[src/rtl/qacc_collector.sv]
// ============================================================================
//  Module      : qacc_collector
//  Description : Sums valid beats lane by lane until a beat marked last, then
//                queues the result in a show-ahead FIFO for a valid/ready reader.
//  Revision    : 1.0 - initial release
// ============================================================================
`default_nettype none

module qacc_collector #(
  parameter int RANK_FACTOR_MATRIX = 16,
  parameter int N                  = 32,
  parameter int FIFO_DEPTH         = 4,
  parameter int CNT_W              = 16
) (
  input  logic                          clk,
  input  logic                          rst,
  input  logic                          in_avl,
  input  logic                          in_last,
  input  logic [RANK_FACTOR_MATRIX*N-1:0] in_vec,
  output logic                          out_avl,
  input  logic                          out_rdy,
  output logic [RANK_FACTOR_MATRIX*N-1:0] out_vec,
  output logic [CNT_W-1:0]              out_beats,
  output logic                          almost_full,
  output logic                          overflow,
  output logic [CNT_W-1:0]              drop_cnt
);

  localparam int c_VW     = RANK_FACTOR_MATRIX * N;
  localparam int c_PTR_W  = (FIFO_DEPTH > 1) ? $clog2(FIFO_DEPTH) : 1;
  localparam int c_CNT_FW = c_PTR_W + 1;
  localparam logic [c_CNT_FW-1:0] c_DEPTH   = c_CNT_FW'(FIFO_DEPTH);
  localparam logic [c_CNT_FW-1:0] c_AF_LVL  = c_CNT_FW'(FIFO_DEPTH - 1);
  localparam logic [CNT_W-1:0]    c_CNT_MAX = {CNT_W{1'b1}};

  logic [c_VW-1:0]     acc_q, acc_d;
  logic                open_q, open_d;
  logic [CNT_W-1:0]    cnt_q, cnt_d;

  logic [c_VW-1:0]     mem_vec_q   [FIFO_DEPTH];
  logic [CNT_W-1:0]    mem_beats_q [FIFO_DEPTH];
  logic [c_PTR_W-1:0]  wr_ptr_q, rd_ptr_q;
  logic [c_CNT_FW-1:0] count_q, count_d;
  logic                af_q, ovf_q;
  logic [CNT_W-1:0]    drop_q;

  logic [c_VW-1:0]     w_sum;
  logic [CNT_W-1:0]    w_base_cnt, w_beats;
  logic                w_push, w_pop, w_push_ok, w_drop;

  // Each lane wraps independently; carries never cross lane boundaries.
  for (genvar j = 0; j < RANK_FACTOR_MATRIX; j++) begin : g_lane
    assign w_sum[j*N +: N] = (open_q ? acc_q[j*N +: N] : {N{1'b0}}) + in_vec[j*N +: N];
  end

  assign w_base_cnt = open_q ? cnt_q : {CNT_W{1'b0}};
  assign w_beats    = (w_base_cnt == c_CNT_MAX) ? c_CNT_MAX : w_base_cnt + CNT_W'(1);

  assign out_avl     = (count_q != {c_CNT_FW{1'b0}});
  assign out_vec     = mem_vec_q[rd_ptr_q];
  assign out_beats   = mem_beats_q[rd_ptr_q];
  assign almost_full = af_q;
  assign overflow    = ovf_q;
  assign drop_cnt    = drop_q;

  assign w_push    = in_avl & in_last;
  assign w_pop     = out_avl & out_rdy;
  assign w_push_ok = w_push & ((count_q < c_DEPTH) | w_pop);
  assign w_drop    = w_push & ~w_push_ok;

  always_comb begin
    acc_d   = acc_q;
    open_d  = open_q;
    cnt_d   = cnt_q;
    count_d = count_q;
    if (in_avl) begin
      if (in_last) begin
        acc_d  = {c_VW{1'b0}};
        open_d = 1'b0;
        cnt_d  = {CNT_W{1'b0}};
      end else begin
        acc_d  = w_sum;
        open_d = 1'b1;
        cnt_d  = w_beats;
      end
    end
    case ({w_push_ok, w_pop})
      2'b10:   count_d = count_q + c_CNT_FW'(1);
      2'b01:   count_d = count_q - c_CNT_FW'(1);
      default: count_d = count_q;
    endcase
  end

  always_ff @(posedge clk) begin
    if (rst) begin
      acc_q    <= {c_VW{1'b0}};
      open_q   <= 1'b0;
      cnt_q    <= {CNT_W{1'b0}};
      wr_ptr_q <= {c_PTR_W{1'b0}};
      rd_ptr_q <= {c_PTR_W{1'b0}};
      count_q  <= {c_CNT_FW{1'b0}};
      af_q     <= 1'b0;
      ovf_q    <= 1'b0;
      drop_q   <= {CNT_W{1'b0}};
      for (int i = 0; i < FIFO_DEPTH; i++) begin
        mem_vec_q[i]   <= {c_VW{1'b0}};
        mem_beats_q[i] <= {CNT_W{1'b0}};
      end
    end else begin
      acc_q   <= acc_d;
      open_q  <= open_d;
      cnt_q   <= cnt_d;
      count_q <= count_d;
      af_q    <= (count_d >= c_AF_LVL);
      if (w_push_ok) begin
        mem_vec_q[wr_ptr_q]   <= w_sum;
        mem_beats_q[wr_ptr_q] <= w_beats;
        wr_ptr_q              <= wr_ptr_q + c_PTR_W'(1);
      end
      if (w_pop) begin
        rd_ptr_q <= rd_ptr_q + c_PTR_W'(1);
      end
      // A dropped result still closes its group (accumulator cleared above).
      if (w_drop) begin
        ovf_q <= 1'b1;
        if (drop_q != c_CNT_MAX) begin
          drop_q <= drop_q + CNT_W'(1);
        end
      end
    end
  end

endmodule

`default_nettype wire

[config.mk]
export PLATFORM = sky130hd
export DESIGN_NAME = qacc_collector
export DESIGN_NICKNAME = d
export VERILOG_FILES = /design/src/rtl/qacc_collector.sv
export SDC_FILE = /design/constraint.sdc
export NUM_CORES = 2
export LEC_CHECK = 0
export CAP_MARGIN = 20
export CORE_UTILIZATION = 53
export CTS_CLUSTER_DIAMETER = 30
export DETAILED_ROUTE_END_ITERATION = 7
export GPL_TIMING_DRIVEN = 0
export PLACE_DENSITY = 0.77
export SYNTH_ARGS = -nofsm -noshare
export SYNTH_HDL_FRONTEND = slang
export SYNTH_SLANG_ARGS = --single-unit
[constraint.sdc]
create_clock -name clk -period 17 [get_ports clk]
set_input_delay 2.55 -clock clk [delete_from_list [all_inputs] [get_ports clk]]
set_output_delay 2.55 -clock clk [all_outputs]
set_load 0.03 [all_outputs]
==> metrics.txt <==
biggest area consumer among synthesized cells edfxtp_1; Post-CTS Resized 0; vias per cell 6.07; Clock Tree Buf Depth 4; Global Route Usage Sum 36.2%; DIE AREA 249000 µm²; Core Area 246000 µm²; Final Hold Vio Count 0; setup violators final 0; Top cell by count, worst path clkbuf_1; RSZ-0062 raised after global routing no; Detail Placement HPWL 328000 µm; Post-Synth Simple-Gate Area 14.2%; vias in the first global route 101000; share of post-route cells with drive strength above 1 11.7%; Worst-path clk slew 0.04 ns; Worst Skew 0.0774 ns; CP Launch Type flip-flop; H-tree Lvls 6; fraction of the mapped netlist area in compound gates 9.22%; Mapped Area 131000 µm²; Routed WL 459000 µm; Placed Instances 15700; routed vias 102000; worst slew pin tran 1.23 ns; largest net degree at the start of global routing 57; per-cell routed wire length 27.4 µm; CTS buffer count 552; relative slew slack 17.8%; initial antenna violation count 132; mux cell area share after synthesis 9.10%; Finished Layout Cells 16800; grt ovf 0; hold-fix buffers at CTS 0; # DRC 38; Yosys reg bits 2668; pwr/cell area 140 nW/µm²; synth-to-layout area growth 27.3%; failing checks design-rule violations; Syn Nets 12300; cell row count 182; gpl congestion 0.959; root buffer cell clkbuf_16; area share of the largest cell type after synthesis 48.4%; Syn. warnings 0; Port Buffers 1062; Mapped Cells 11300; HP Class reg2reg; post-CTS setup buffer count 0; Leakage 0.0649 µW; clock sinks 2668; crit path DAT 5.18 ns; Post-layout nets 14000; drt first pass iters 8; Worst path max stage delay 0.92 ns; largest family of logic cells by synthesized area simple AND/OR/NAND/NOR gates; Post-Synth Adder-Cell Area 5.03%; CP Cell Sequence clkbuf_1, clkbuf_1, buf_1, mux4_2, clkdlybuf4s50_1; minimum clock period 7.73 ns; post-route ant nets 0; critical path type reg2out; crit path max-delay cell type clkbuf_1; final slew viol count 0; Initial DRC Count 11000; library cells used by synthesis 80; crit end category output port; register area share after synthesis 56.9%; Critical Path Fanout Max 10; fin crit share 45.5%; ys flop type edfxtp_1; Post-Synth XOR/XNOR Area 3.36%; highest clock rate 129 MHz; outcome finished with violations; Max VDD drop 0.145 mV; clk_lat worst skew 0.98 ns; MaxCap Viol Count 0; EDFF count, synth 2112; CTS tree built; Synth area leaders edfxtp_1 (48%), mux4_2 (9.1%), dfxtp_1 (8.5%); Initial Utilization 53.3%; FFs w/ async S/R, synth 0%; die height 499 µm; global-route wire length before repair 662000 µm; Critical Path RT 14.45 ns; synthesized area per cell 11.6 µm²; IO Count 1064; Die Wd 499 µm; setup_tns 0 ns
[metrics by stage]
step,hold WS (ns),instance area [µm²],total power (µW),worst slack [ns],utilization [%]
4_1_cts,0.444,166000,23400,9.12,67.8
6_report,0.442,167000,23400,9.27,67.9
3_5_place_dp,0.434,148000,12500,9.40,60.1
5_1_grt,0.468,167000,23900,9.09,67.9
3_3_place_gp,0.426,146000,12700,-14.27,59.3
2_1_floorplan,0.417,131000,10500,0.159,-
[final timing paths]
path                                         startpoint                      end  slack (ns)  depth (start not counted)
worst min-delay path            acc_q[377]$_SDFFE_PP0P_  acc_q[377]$_SDFFE_PP0P_        0.44                          2
worst max register to register      open_q$_SDFFE_PP0P_  acc_q[348]$_SDFFE_PP0P_        9.30                         18
worst min register to register  acc_q[377]$_SDFFE_PP0P_  acc_q[377]$_SDFFE_PP0P_        0.44                          2
worst max-delay path                          flip-flop              out_vec[97]        9.27                          5
[state kept, by name, indices dropped and copies added, names as in the netlist, named ones only]
name	cells
acc_q	512
almost_full	1
cnt_q	16
count_q	3
drop_cnt	16
mem_beats_q	64
mem_vec_q	2048
open_q	1
overflow	1
rd_ptr_q	2
wr_ptr_q	2
[per-layer routing]
layer | part of all wire [%] | wire (µm) | track usage (%) | up-vias
met2 | 46 | 212000 | 56.6 | 5629
met4 | 6.8 | 31400 | 22.7 | 54
met3 | 11 | 49800 | 9.86 | 1211
li1 | - | - | - | 44600
met5 | 0.074 | 340 | 0 | -
met1 | 36 | 166000 | 44.5 | 50200
[critical path: cells and delay by family, from the launching register on]
kind | cells | cell delay, ns
buf+inv | 4 | 3.31
mux | 1 | 0.62
flops | 1 | 0.30
[kinds of logic after synthesis]
logic type,Yosys count
buffers and inverters,778
DFF,2668
adders and majority gates,516
muxes,531
and+or+nand+nor,4310
AOI/OAI and AO/OA,1992
xor gates and xnor gates,503
[synth_stat cells (52+ instances only)]
library cell and number:
a21o_1 267, a21oi_1 680, a31oi_1 58, and2_1 557
buf_1 78, clkbuf_1 562, dfxtp_1 556, edfxtp_1 2112
ha_1 499, inv_1 137, mux4_2 528, nand2_1 634
nand2b_1 52, nand3_1 113, nand4_1 68, nor2_1 2670
nor3_1 75, o21ai_0 547, o21bai_1 88, xnor2_1 266
xor2_1 237
[cells in the final DEF (no fill, tap or decap), types with 62 or more instances in the layout]
cell type / n
and2_1: 557
clkbuf_16: 567
bufinv_16: 71
mux4_2: 528
buf_1: 77
ha_1: 499
diode_2: 92
nand3_1: 113
o21bai_1: 88
clkinvlp_4: 62
xnor2_1: 266
a21o_1: 267
clkinv_2: 71
clkbuf_1: 614
a21oi_1: 680
nand4_1: 68
o21ai_0: 547
dfxtp_1: 556
xor2_1: 237
nor3_1: 74
edfxtp_1: 2112
clkdlybuf4s50_1: 1062
nor2_1: 2670
inv_1: 137
nand2_1: 634
[power by group]
part	switching, µW	internal, µW	total, µW
combinational	3050	1880	4930
sequential	105	7400	7510
clock	3620	7330	11000
total	6780	16600	23400
[cell type report]
class                   instances  area, µm²
repair buffers               1156      12700
well taps                    3220       4030
fillers                     17300      78900
clock buffers                 675      14900
inverters                     138        518
plain buffers                 640       2430
clock inverters               319       3940
flip-flops and latches       2668      74600
multi-input cells            7852      53600
diodes                         92        230
Power figures use the tool's default switching activity.
